<file path="src/rtl/sprite_layer_mux.sv">
// sprite_layer_mux: NUM_LAYERS movable rectangular sprite layers composited over
// a background pixel. Geometry is shadowed at frame start. The pipeline is two
// stages: window/opaque tests, then priority select. A per-frame collision flag
// reports player (layer 0) overlap with any other layer.

// Per-layer window and colour-key test, purely combinational.
module sprite_layer_win #(
    parameter int                    COORD_W = 10,
    parameter int                    COLOR_W = 8,
    parameter logic [3*COLOR_W-1:0]  KEY_RGB = 24'hFF00FF
) (
    input  logic                   en,
    input  logic [COORD_W-1:0]     x,
    input  logic [COORD_W-1:0]     y,
    input  logic [COORD_W-1:0]     px,
    input  logic [COORD_W-1:0]     py,
    input  logic [COORD_W-1:0]     pw,
    input  logic [COORD_W-1:0]     ph,
    input  logic [3*COLOR_W-1:0]   rgb,
    output logic                   hit,
    output logic                   opaque
);
    // One extra bit so a window near the right/bottom edge never wraps to 0.
    logic [COORD_W:0] x_end;
    logic [COORD_W:0] y_end;

    assign x_end  = {1'b0, px} + {1'b0, pw};
    assign y_end  = {1'b0, py} + {1'b0, ph};
    assign hit    = en && (x >= px) && ({1'b0, x} < x_end)
                       && (y >= py) && ({1'b0, y} < y_end);
    assign opaque = (rgb != KEY_RGB);
endmodule

module sprite_layer_mux #(
    parameter int                    NUM_LAYERS = 8,
    parameter int                    COORD_W    = 10,
    parameter int                    COLOR_W    = 8,
    parameter logic [3*COLOR_W-1:0]  KEY_RGB    = 24'hFF00FF,
    localparam int                   IDX_W      = (NUM_LAYERS > 1) ? $clog2(NUM_LAYERS) : 1
) (
    input  logic                              clk,
    input  logic                              rst_n,
    input  logic                              frame_start,
    input  logic                              pix_valid_i,
    input  logic [COORD_W-1:0]                x,
    input  logic [COORD_W-1:0]                y,
    input  logic [NUM_LAYERS-1:0]             layer_en,
    input  logic [NUM_LAYERS*COORD_W-1:0]     layer_x,
    input  logic [NUM_LAYERS*COORD_W-1:0]     layer_y,
    input  logic [NUM_LAYERS*COORD_W-1:0]     layer_w,
    input  logic [NUM_LAYERS*COORD_W-1:0]     layer_h,
    input  logic [NUM_LAYERS*3*COLOR_W-1:0]   layer_rgb,
    input  logic [3*COLOR_W-1:0]              bg_rgb,
    output logic [COLOR_W-1:0]                r,
    output logic [COLOR_W-1:0]                g,
    output logic [COLOR_W-1:0]                b,
    output logic                              pix_valid_o,
    output logic                              hit_any,
    output logic [IDX_W-1:0]                  hit_layer,
    output logic                              collision
);
    localparam int RGB_W  = 3*COLOR_W;
    localparam int STAGES = 2;

    // Shadow geometry, only refreshed on frame_start.
    logic [NUM_LAYERS-1:0]              sh_en_q, sh_en_d;
    logic [NUM_LAYERS-1:0][COORD_W-1:0] sh_x_q, sh_x_d;
    logic [NUM_LAYERS-1:0][COORD_W-1:0] sh_y_q, sh_y_d;
    logic [NUM_LAYERS-1:0][COORD_W-1:0] sh_w_q, sh_w_d;
    logic [NUM_LAYERS-1:0][COORD_W-1:0] sh_h_q, sh_h_d;

    // Stage 1 registers.
    logic [NUM_LAYERS-1:0]              s1_hit_q, s1_hit_d;
    logic [NUM_LAYERS-1:0]              s1_opq_q, s1_opq_d;
    logic [NUM_LAYERS-1:0][RGB_W-1:0]   s1_rgb_q, s1_rgb_d;
    logic [RGB_W-1:0]                   s1_bg_q, s1_bg_d;
    logic [STAGES:1]                    vld_pipe_q, vld_pipe_d;

    // Stage 2 (output) registers.
    logic [RGB_W-1:0]                   out_rgb_q, out_rgb_d;
    logic                               hit_any_q, hit_any_d;
    logic [IDX_W-1:0]                   hit_layer_q, hit_layer_d;

    // Collision tracking.
    logic                               coll_acc_q, coll_acc_d;
    logic                               collision_q, collision_d;

    logic [NUM_LAYERS-1:0][RGB_W-1:0]   lrgb;
    logic [NUM_LAYERS-1:0]              win_hit;
    logic [NUM_LAYERS-1:0]              win_opq;
    logic [NUM_LAYERS-1:0]              vis;
    logic                               coll_cond;

    assign lrgb = layer_rgb;

    // Per-layer tests always use the shadow geometry, never the live inputs.
    for (genvar i = 0; i < NUM_LAYERS; i++) begin : g_layer
        sprite_layer_win #(
            .COORD_W (COORD_W),
            .COLOR_W (COLOR_W),
            .KEY_RGB (KEY_RGB)
        ) u_win (
            .en     (sh_en_q[i]),
            .x      (x),
            .y      (y),
            .px     (sh_x_q[i]),
            .py     (sh_y_q[i]),
            .pw     (sh_w_q[i]),
            .ph     (sh_h_q[i]),
            .rgb    (lrgb[i]),
            .hit    (win_hit[i]),
            .opaque (win_opq[i])
        );
    end

    // Shadow capture and stage 1 next-state.
    always_comb begin
        sh_en_d    = frame_start ? layer_en : sh_en_q;
        sh_x_d     = frame_start ? layer_x  : sh_x_q;
        sh_y_d     = frame_start ? layer_y  : sh_y_q;
        sh_w_d     = frame_start ? layer_w  : sh_w_q;
        sh_h_d     = frame_start ? layer_h  : sh_h_q;
        s1_hit_d   = win_hit;
        s1_opq_d   = win_opq;
        s1_rgb_d   = lrgb;
        s1_bg_d    = bg_rgb;
        vld_pipe_d = {vld_pipe_q[STAGES-1:1], pix_valid_i};
    end

    // Stage 2: lowest visible layer index wins, otherwise background.
    always_comb begin
        vis         = s1_hit_q & s1_opq_q;
        out_rgb_d   = s1_bg_q;
        hit_any_d   = 1'b0;
        hit_layer_d = '0;
        for (int i = NUM_LAYERS-1; i >= 0; i--) begin
            if (vis[i]) begin
                out_rgb_d   = s1_rgb_q[i];
                hit_any_d   = 1'b1;
                hit_layer_d = IDX_W'(i);
            end
        end
    end

    // Collision: the pixel currently in stage 2 counts toward this frame even
    // when frame_start closes the frame on the same edge.
    always_comb begin
        coll_cond   = vld_pipe_q[1] && vis[0] && (|(vis >> 1));
        coll_acc_d  = coll_acc_q | coll_cond;
        collision_d = collision_q;
        if (frame_start) begin
            collision_d = coll_acc_q | coll_cond;
            coll_acc_d  = 1'b0;
        end
    end

    // All state, cleared asynchronously.
    always_ff @(posedge clk or negedge rst_n) begin
        if (!rst_n) begin
            sh_en_q     <= '0;
            sh_x_q      <= '0;
            sh_y_q      <= '0;
            sh_w_q      <= '0;
            sh_h_q      <= '0;
            s1_hit_q    <= '0;
            s1_opq_q    <= '0;
            s1_rgb_q    <= '0;
            s1_bg_q     <= '0;
            vld_pipe_q  <= '0;
            out_rgb_q   <= '0;
            hit_any_q   <= 1'b0;
            hit_layer_q <= '0;
            coll_acc_q  <= 1'b0;
            collision_q <= 1'b0;
        end else begin
            sh_en_q     <= sh_en_d;
            sh_x_q      <= sh_x_d;
            sh_y_q      <= sh_y_d;
            sh_w_q      <= sh_w_d;
            sh_h_q      <= sh_h_d;
            s1_hit_q    <= s1_hit_d;
            s1_opq_q    <= s1_opq_d;
            s1_rgb_q    <= s1_rgb_d;
            s1_bg_q     <= s1_bg_d;
            vld_pipe_q  <= vld_pipe_d;
            out_rgb_q   <= out_rgb_d;
            hit_any_q   <= hit_any_d;
            hit_layer_q <= hit_layer_d;
            coll_acc_q  <= coll_acc_d;
            collision_q <= collision_d;
        end
    end

    assign r           = out_rgb_q[3*COLOR_W-1:2*COLOR_W];
    assign g           = out_rgb_q[2*COLOR_W-1:COLOR_W];
    assign b           = out_rgb_q[COLOR_W-1:0];
    assign pix_valid_o = vld_pipe_q[STAGES];
    assign hit_any     = hit_any_q;
    assign hit_layer   = hit_layer_q;
    assign collision   = collision_q;
endmodule

</file>
<file path="config.mk">
export PLATFORM = sky130hd
export DESIGN_NAME = sprite_layer_mux
export DESIGN_NICKNAME = d
export VERILOG_FILES = /design/src/rtl/sprite_layer_mux.sv
export SDC_FILE = /design/constraint.sdc
export NUM_CORES = 1
export LEC_CHECK = 0
export ABC_AREA = 0
export CORE_ASPECT_RATIO = 1.2
export CORE_MARGIN = 3
export CORE_UTILIZATION = 58
export CTS_CLUSTER_SIZE = 8
export DETAILED_ROUTE_END_ITERATION = 6
export GPL_ROUTABILITY_DRIVEN = 1
export PLACE_DENSITY = 0.95
export SLEW_MARGIN = 5
export SYNTH_ARGS = -nofsm -noshare
export SYNTH_HDL_FRONTEND = slang
export SYNTH_SLANG_ARGS = --single-unit
</file>
<file path="constraint.sdc">
create_clock -name clk -period 6 [get_ports clk]
set_input_delay 0.9 -clock clk [delete_from_list [all_inputs] [get_ports clk]]
set_output_delay 0.9 -clock clk [all_outputs]
set_load 0.01 [all_outputs]
</file>
==> qor.yml, run 1 <==
clocking:
  root_buffer: "clkbuf_16"
  insertion_delay_ns: 0.64
  cts_hold_buffers: 0
  cts_resized: 0
  post-cts-setup-buffers: 0
  clkSlewWorstSetupHoldPaths_ns: 0.06
  cts_htree_levels: 3
  cts_num_sinks: 592
  cts_tree: "yes"
  cts_made_buffers: 83
  cts_max_path_buffers: 3
drt:
  firstDrtPassIters: 5
  drt_wl_total_um: 115000
  ant_nets: 0
  drc: 0
  wl_per_cell_um: 25.8
  drtIter0Drc: 2570
  route.vias.total: 28100
  via_per_inst: 6.31
yosys:
  yosysUniqueCellTypes: 61
  yosysWarnings: 0
  avgSynthCellArea_um2: 10.7
  async_reset_ff_share_pct: 100
  synth-main-ff-cell: "dfrtp_1"
  syn_area_mm2: 0.0331
  syn_inst: 3083
  synth_edf_count: 0
  synthesis.nets: 4131
  ys_seq_elements: 592
  seq_area_frac_synth_pct: 44.8
grt:
  grt_pass1_wl_um: 171000
  grt_pass1_vias: 29500
  grt_max_degree: 162
  grt_remaining_overflow: 0
  track_usage_pct: 37.7
  antenna_found_initial: 13
layout:
  drive_gt1_share_pct: 8.86
  mostFrequentLayoutCell: "clkdlybuf4s50_1"
  final_core_util_pct: 75.1
  mostFrequentLayoutCells: "clkdlybuf4s50_1 (595), dfrtp_1 (592), ha_1 (464)"
  area_growth_pct: 27.5
  fill_cells: 3475
  nets: 4755
power:
  power_density_mw_per_mm2: 307
  irDropWorstVdd_v: 0.000219
  power_leakage_nw: 19.2
flow_run:
  maxCapViolations: 0
placement:
  dp_hpwl_um: 82500
  routabilityCongestion: 0.981
  io_buffers: 597
sta:
  tns_ns: 0
  fin_crit_ns: 4.09
  min_period_over_period_pct: 68.2
  max_freq_ghz: 0.244
  relSlewSlack_pct: 16.7
  rsz0062_at_grt: "false"
  finClkSkew_ns: 0.0255
  finalSetupViolCount: 0
  finalHoldViolations: 0
  max_slew.worst_pin.slew_ns: 1.25
  slew_viol_final: 0
critical_path:
  worstPathRequired_ns: 6.46
  r2r_setup_slack_ns: 1.91
  startpoint_type: "register"
  regToRegStartpoint: "sh_h_q[60]"
  path_max_fanout: 3
  reg2reg_depth: 15
  worstPathArrival_ns: 4.55
  r2r-end: "s1_hit_q[6]"
  crit_path_end_kind: "register"
  critPathKind: "reg -> reg"
die:
  pin_count: 598
  dieHeight_um: 268
  die_w_um: 224
  start_util_pct: 58.9
  die_area_mm2: 0.0600
  coreArea_mm2: 0.0562
  rows: 95
min_path:
  hold_path.class: "in -> async"
run_status:
  status: "completed"
-- area by class of cell --
cell class | instances | area, um2 | share of cell area, %
Multi-Input combinational cell | 2215 | 17200 | 40.9
Tap cell | 727 | 910 | 2.16
Clock inverter | 7 | 163 | 0.385
Clock buffer | 83 | 2080 | 4.92
Antenna cell | 11 | 27.5 | 0.0652
Timing Repair Buffer | 628 | 6270 | 14.9
Inverter | 187 | 702 | 1.66
Sequential cell | 592 | 14800 | 35.1
-- how the worst max path moves through the flow --
stage / start / end / slack [ns] / cells past startpoint
after floorplan: sh_h_q[61] / s1_hit_q[6] / 3.01 / 14
after detailed placement: y[5] / s1_hit_q[6] / 1.86 / 8
final: sh_h_q[60] / s1_hit_q[6] / 1.91 / 15
after CTS: sh_h_q[60] / s1_hit_q[6] / 2.02 / 15
after global placement: y[4] / s1_hit_q[6] / 1.86 / 8
after global routing: sh_h_q[60] / s1_hit_q[6] / 1.69 / 15
-- worst max-delay path, cell delays in order, from the launching register on --
cell	delay [ns]
dfrtp_1	0.39
ha_1	0.23
fa_1	0.43
a211oi_1	0.27
nor2_1	0.09
o21a_1	0.19
o21ai_0	0.27
nand2_1	0.10
a21oi_1	0.19
xor2_1	0.18
ha_1	0.22
o21ai_0	0.09
a21oi_1	0.12
o22ai_1	0.10
nor3_1	0.93
a211oi_1	0.09
-- power breakdown --
part	leakage, nW	total (mW)	internal, mW	switching, mW
clock	1.09	4.25	2.46	1.79
sequential	6.98	4.64	4.39	0.255
combinational	11.1	4.05	1.81	2.24
total	19.2	12.9	8.66	4.28
-- sequential cells by signal, summed over array words and instances (netlist names) --
register    count
coll_acc_q      1
collision       1
hit_any         1
hit_layer       3
out_rgb_q      24
s1_bg_q        24
s1_hit_q        8
s1_opq_q        8
s1_rgb_q      192
sh_en_q         8
sh_h_q         80
sh_w_q         80
sh_x_q         80
sh_y_q         80
vld_pipe_q      2
-- routing by layer --
layer	up-vias	share of wire, %	track usage, %
met5	-	0.020	0
met4	4	9.1	28.9
met3	499	9.1	9.10
met2	1582	47	62.2
met1	13600	35	42.5
li1	12400	-	-
-- Yosys cell counts (14+ instances only) --
cell type	count	share of area (%)
a211oi_1	29	0.66
a21o_1	61	1.4
a21oi_1	158	2.4
a22oi_1	47	1.1
a311oi_1	27	0.71
a31oi_1	14	0.26
clkbuf_1	81	0.92
dfrtp_1	592	45
fa_1	16	0.97
ha_1	464	18
inv_1	187	2.1
mux2_2	184	6.3
nand2_1	265	3.0
nand2b_1	36	0.68
nand3_1	78	1.2
nand4_1	28	0.53
nor2_1	117	1.3
nor2b_1	18	0.34
nor3_1	34	0.51
nor4_1	21	0.40
o211ai_1	40	0.91
o21a_1	31	0.70
o21ai_0	261	3.9
o21bai_1	15	0.34
xnor2_1	39	1.0
xor2_1	80	2.1
-- stage by stage --
stage | instance area, um2 | std cells | hold WS [ns] | setup WS, ns | power (mW)
finish | 42200 | 4450 | 0.258 | 1.91 | 12.9
global route | 42200 | 4443 | 0.341 | 1.69 | 13.5
CTS | 42200 | 4439 | 0.311 | 2.02 | 12.8
detailed placement | 39900 | 4349 | 0.476 | 1.86 | 8.50
global placement | 39900 | 4349 | 0.469 | 1.86 | 8.31
floorplan | 33100 | 3083 | 0.353 | 3.01 | 6.87
-- logic make-up (layout without fill, tap and decap cells) --
| group | after synthesis | in the layout | share of synthesized area, % |
|---|---|---|---|
| mux | 184 | 184 | 6.26 |
| compound gates | 773 | 773 | 14.7 |
| flops | 592 | 592 | 44.8 |
| simple gates | 659 | 659 | 9.49 |
| xor+xnor | 119 | 119 | 3.15 |
| other cells | 0 | 11 | 0 |
| buf+inv | 276 | 905 | 3.14 |
| fa+ha+maj | 480 | 480 | 18.5 |
No activity file was read; power rests on OpenSTA's default activity.
==> inputs of run 2 (changes only) <==
Settings changed: CORE_UTILIZATION 58 to 54, PLACE_DENSITY 0.95 to 0.94.
Clock period 6 ns to 4 ns, I/O delays scaled along.
==> run 2 against run 1 <==
  * Utilization down 4.0 points
  * Maximum frequency up 13%
  * Sequential power up 50%
  * Setup slack worse by 1.5 ns
  * Power up 52%
  * Die area up 7.2%
  * Critical endpoint unchanged
  * Largest power group unchanged
==> qor.yml, run 2 (synthesized netlist as in run 1, its figures left out) <==
drt:
  via_per_inst: 6.19  # -1.8%
  wl_per_cell_um: 25.6  # -0.93%
  firstDrtPassIters: 6  # +1
  drt_wl_total_um: 117000  # +1.7%
  ant_nets: 0  # unchanged
  drtIter0Drc: 2385  # -7.2%
  drc: 0  # unchanged
  route.vias.total: 28300  # +0.84%
sta:
  finalHoldViolations: 0  # unchanged
  slew_viol_final: 0  # unchanged
  finClkSkew_ns: 0.0311  # +0.00563 ns
  max_slew.worst_pin.slew_ns: 1.16  # -0.0883 ns
  max_freq_ghz: 0.275  # +13%
  rsz0062_at_grt: "false"
  tns_ns: 0  # unchanged
  finalSetupViolCount: 0  # unchanged
  fin_crit_ns: 3.63  # -0.459 ns
  relSlewSlack_pct: 22.5  # +5.8 points
  postLayoutSetupSlackWorst_ns: 0.367  # -1.54 ns
  min_period_over_period_pct: 90.8  # +23 points
layout:
  largest_register_ffs: 192  # unchanged
  nets: 4790  # +0.74%
  area_growth_pct: 29.1
  mostFrequentLayoutCell: "clkdlybuf4s50_1"
  regArea_mm2: 0.0148  # unchanged
  mostFrequentLayoutCells: "clkdlybuf4s50_1 (595), dfrtp_1 (592), ha_1 (464)"
  drive_gt1_share_pct: 9.76  # +0.89 points
  fill_cells: 3906  # +12%
  multiInputGateArea_mm2: 0.0172  # about the same
  largest_register: "s1_rgb_q"
min_path:
  hold_path.class: "in -> async"
grt:
  track_usage_pct: 35.9  # -1.9 points
  grt_pass1_vias: 30100  # +2.2%
  grt_remaining_overflow: 0  # unchanged
  grt_max_degree: 129  # -20%
  antenna_found_initial: 24  # +11
  grt_pass1_wl_um: 175000  # +2.3%
clocking:
  root_buffer: "clkbuf_16"
  cts_tree: "yes"
  cts_num_sinks: 592  # unchanged
  cts_made_buffers: 84  # +1.2%
  cts_htree_levels: 3  # unchanged
  clkSlewWorstSetupHoldPaths_ns: 0.05  # about the same
  insertion_delay_ns: 0.63  # about the same
  cts_max_path_buffers: 3  # unchanged
critical_path:
  cp_num_buf_inv: 1  # +1
  crit_family: "compound AO/OA/AOI/OAI gates"
  critPathKind: "reg -> reg"
  crit_path_end_kind: "register"
  cp_slowest_stage_delay_ns: 0.45  # -0.48 ns
  worstPathArrival_ns: 4.16  # -0.39 ns
  startpoint_type: "register"
  worstPathCellList: "ha_1, fa_1, a211oi_1, nor2_1, o21a_1, o21ai_0, nand2_1, a21oi_1, xor2_1, ha_1, a22oi_1, nand3_1, o22ai_1, nor3_1, buf_4, a211oi_1"
  worst_path_max_delay_cell: "fa_1"
  worstPathRequired_ns: 4.53  # -1.93 ns
  path_max_fanout: 3  # unchanged
die:
  start_util_pct: 55.1  # -3.8 points
  coreArea_mm2: 0.0601  # +6.9%
  die_w_um: 232  # +3.5%
  pin_count: 598  # unchanged
  die_area_mm2: 0.0643  # +7.2%
  rows: 98  # +3.2%
  dieHeight_um: 277  # +3.6%
power:
  irDropWorstVdd_v: 0.000295  # +35%
  power_leakage_nw: 19.4  # +1.2%
  power_density_mw_per_mm2: 459  # +50%
run_status:
  status: "completed"
placement:
  dp_hpwl_um: 85400  # +3.4%
  post-place-ws_ns: 0.118  # -1.74 ns
  io_buffers: 597  # unchanged
  routabilityCongestion: 0.941  # -4.0%
flow_run:
  maxCapViolations: 0  # unchanged
run 2: cell types whose count changed in the layout (fill, tap and decap cells not counted), moves of 2 or more:
cell	delta
buf_4	+28
diode_2	+8
clkbuf_1	+2
buf_12	+6
run 2: metrics by stage:
stage	util, %	cells	power (mW)	cell area, um2	hold slack [ns]
after global routing	71.1	4564	20.5	42700	0.0888
after CTS	71.0	4551	19.5	42700	0.0630
after floorplan	-	3083	10.3	33100	0.304
final	71.1	4570	19.6	42700	0.0475
after global placement	67.2	4456	12.6	40400	0.463
after detailed placement	67.2	4456	12.8	40400	0.475
run 2: layer usage:
layer	wire (um)	global-route usage [%]	vias to the layer above
met5	30	0	-
met4	10000	28.0	6
met3	10600	9.97	503
met2	56200	59.6	1573
met1	40000	38.3	13700
li1	-	-	12500
run 2: power breakdown:
part | switching [mW] | internal, mW
Clock | 2.69 | 3.83
Sequential | 0.380 | 6.58
Combinational | 3.38 | 2.76
Total | 6.45 | 13.2
run 2: final timing paths:
check / endpoint / slack (ns) / startpoint / depth (start not counted)
max reg2reg: s1_hit_q[6] / 0.37 / sh_y_q[60] / 16
max in group asynchronous: s1_rgb_q[56] / 3.02 / rst_n / 2
min in group clk: vld_pipe_q[1] / 0.41 / pix_valid_i / 1
max: s1_hit_q[6] / 0.37 / sh_y_q[60] / 16
min reg2reg: coll_acc_q / 0.48 / coll_acc_q / 2
min: sh_w_q[65] / 0.05 / rst_n / 1
run 2: area by class of cell:
cell class	count	share of cell area (%)
inverter	187	1.64
clock inverter	8	0.433
tap	800	2.34
antenna	19	0.111
multi-input combinational	2215	40.4
timing repair buffer	662	15.4
clock buffer	87	4.97
sequential	592	34.7
run 2: worst register-to-register path, delay by kind of cell (launching register included):
family	cells	cell delay, ns
xor+xnor	1	0.10
compound gates	7	1.59
fa+ha+maj	3	0.91
flops	1	0.40
simple gates	4	0.37
buf+inv	1	0.17
run 2: timing repair:
item / 4_1_cts / 5_1_grt
hold buffers: 0 / 0
buffers inserted: 0 / 0
gates resized for setup: 0 / 1
endpoints found under the setup margin: 0 / 1
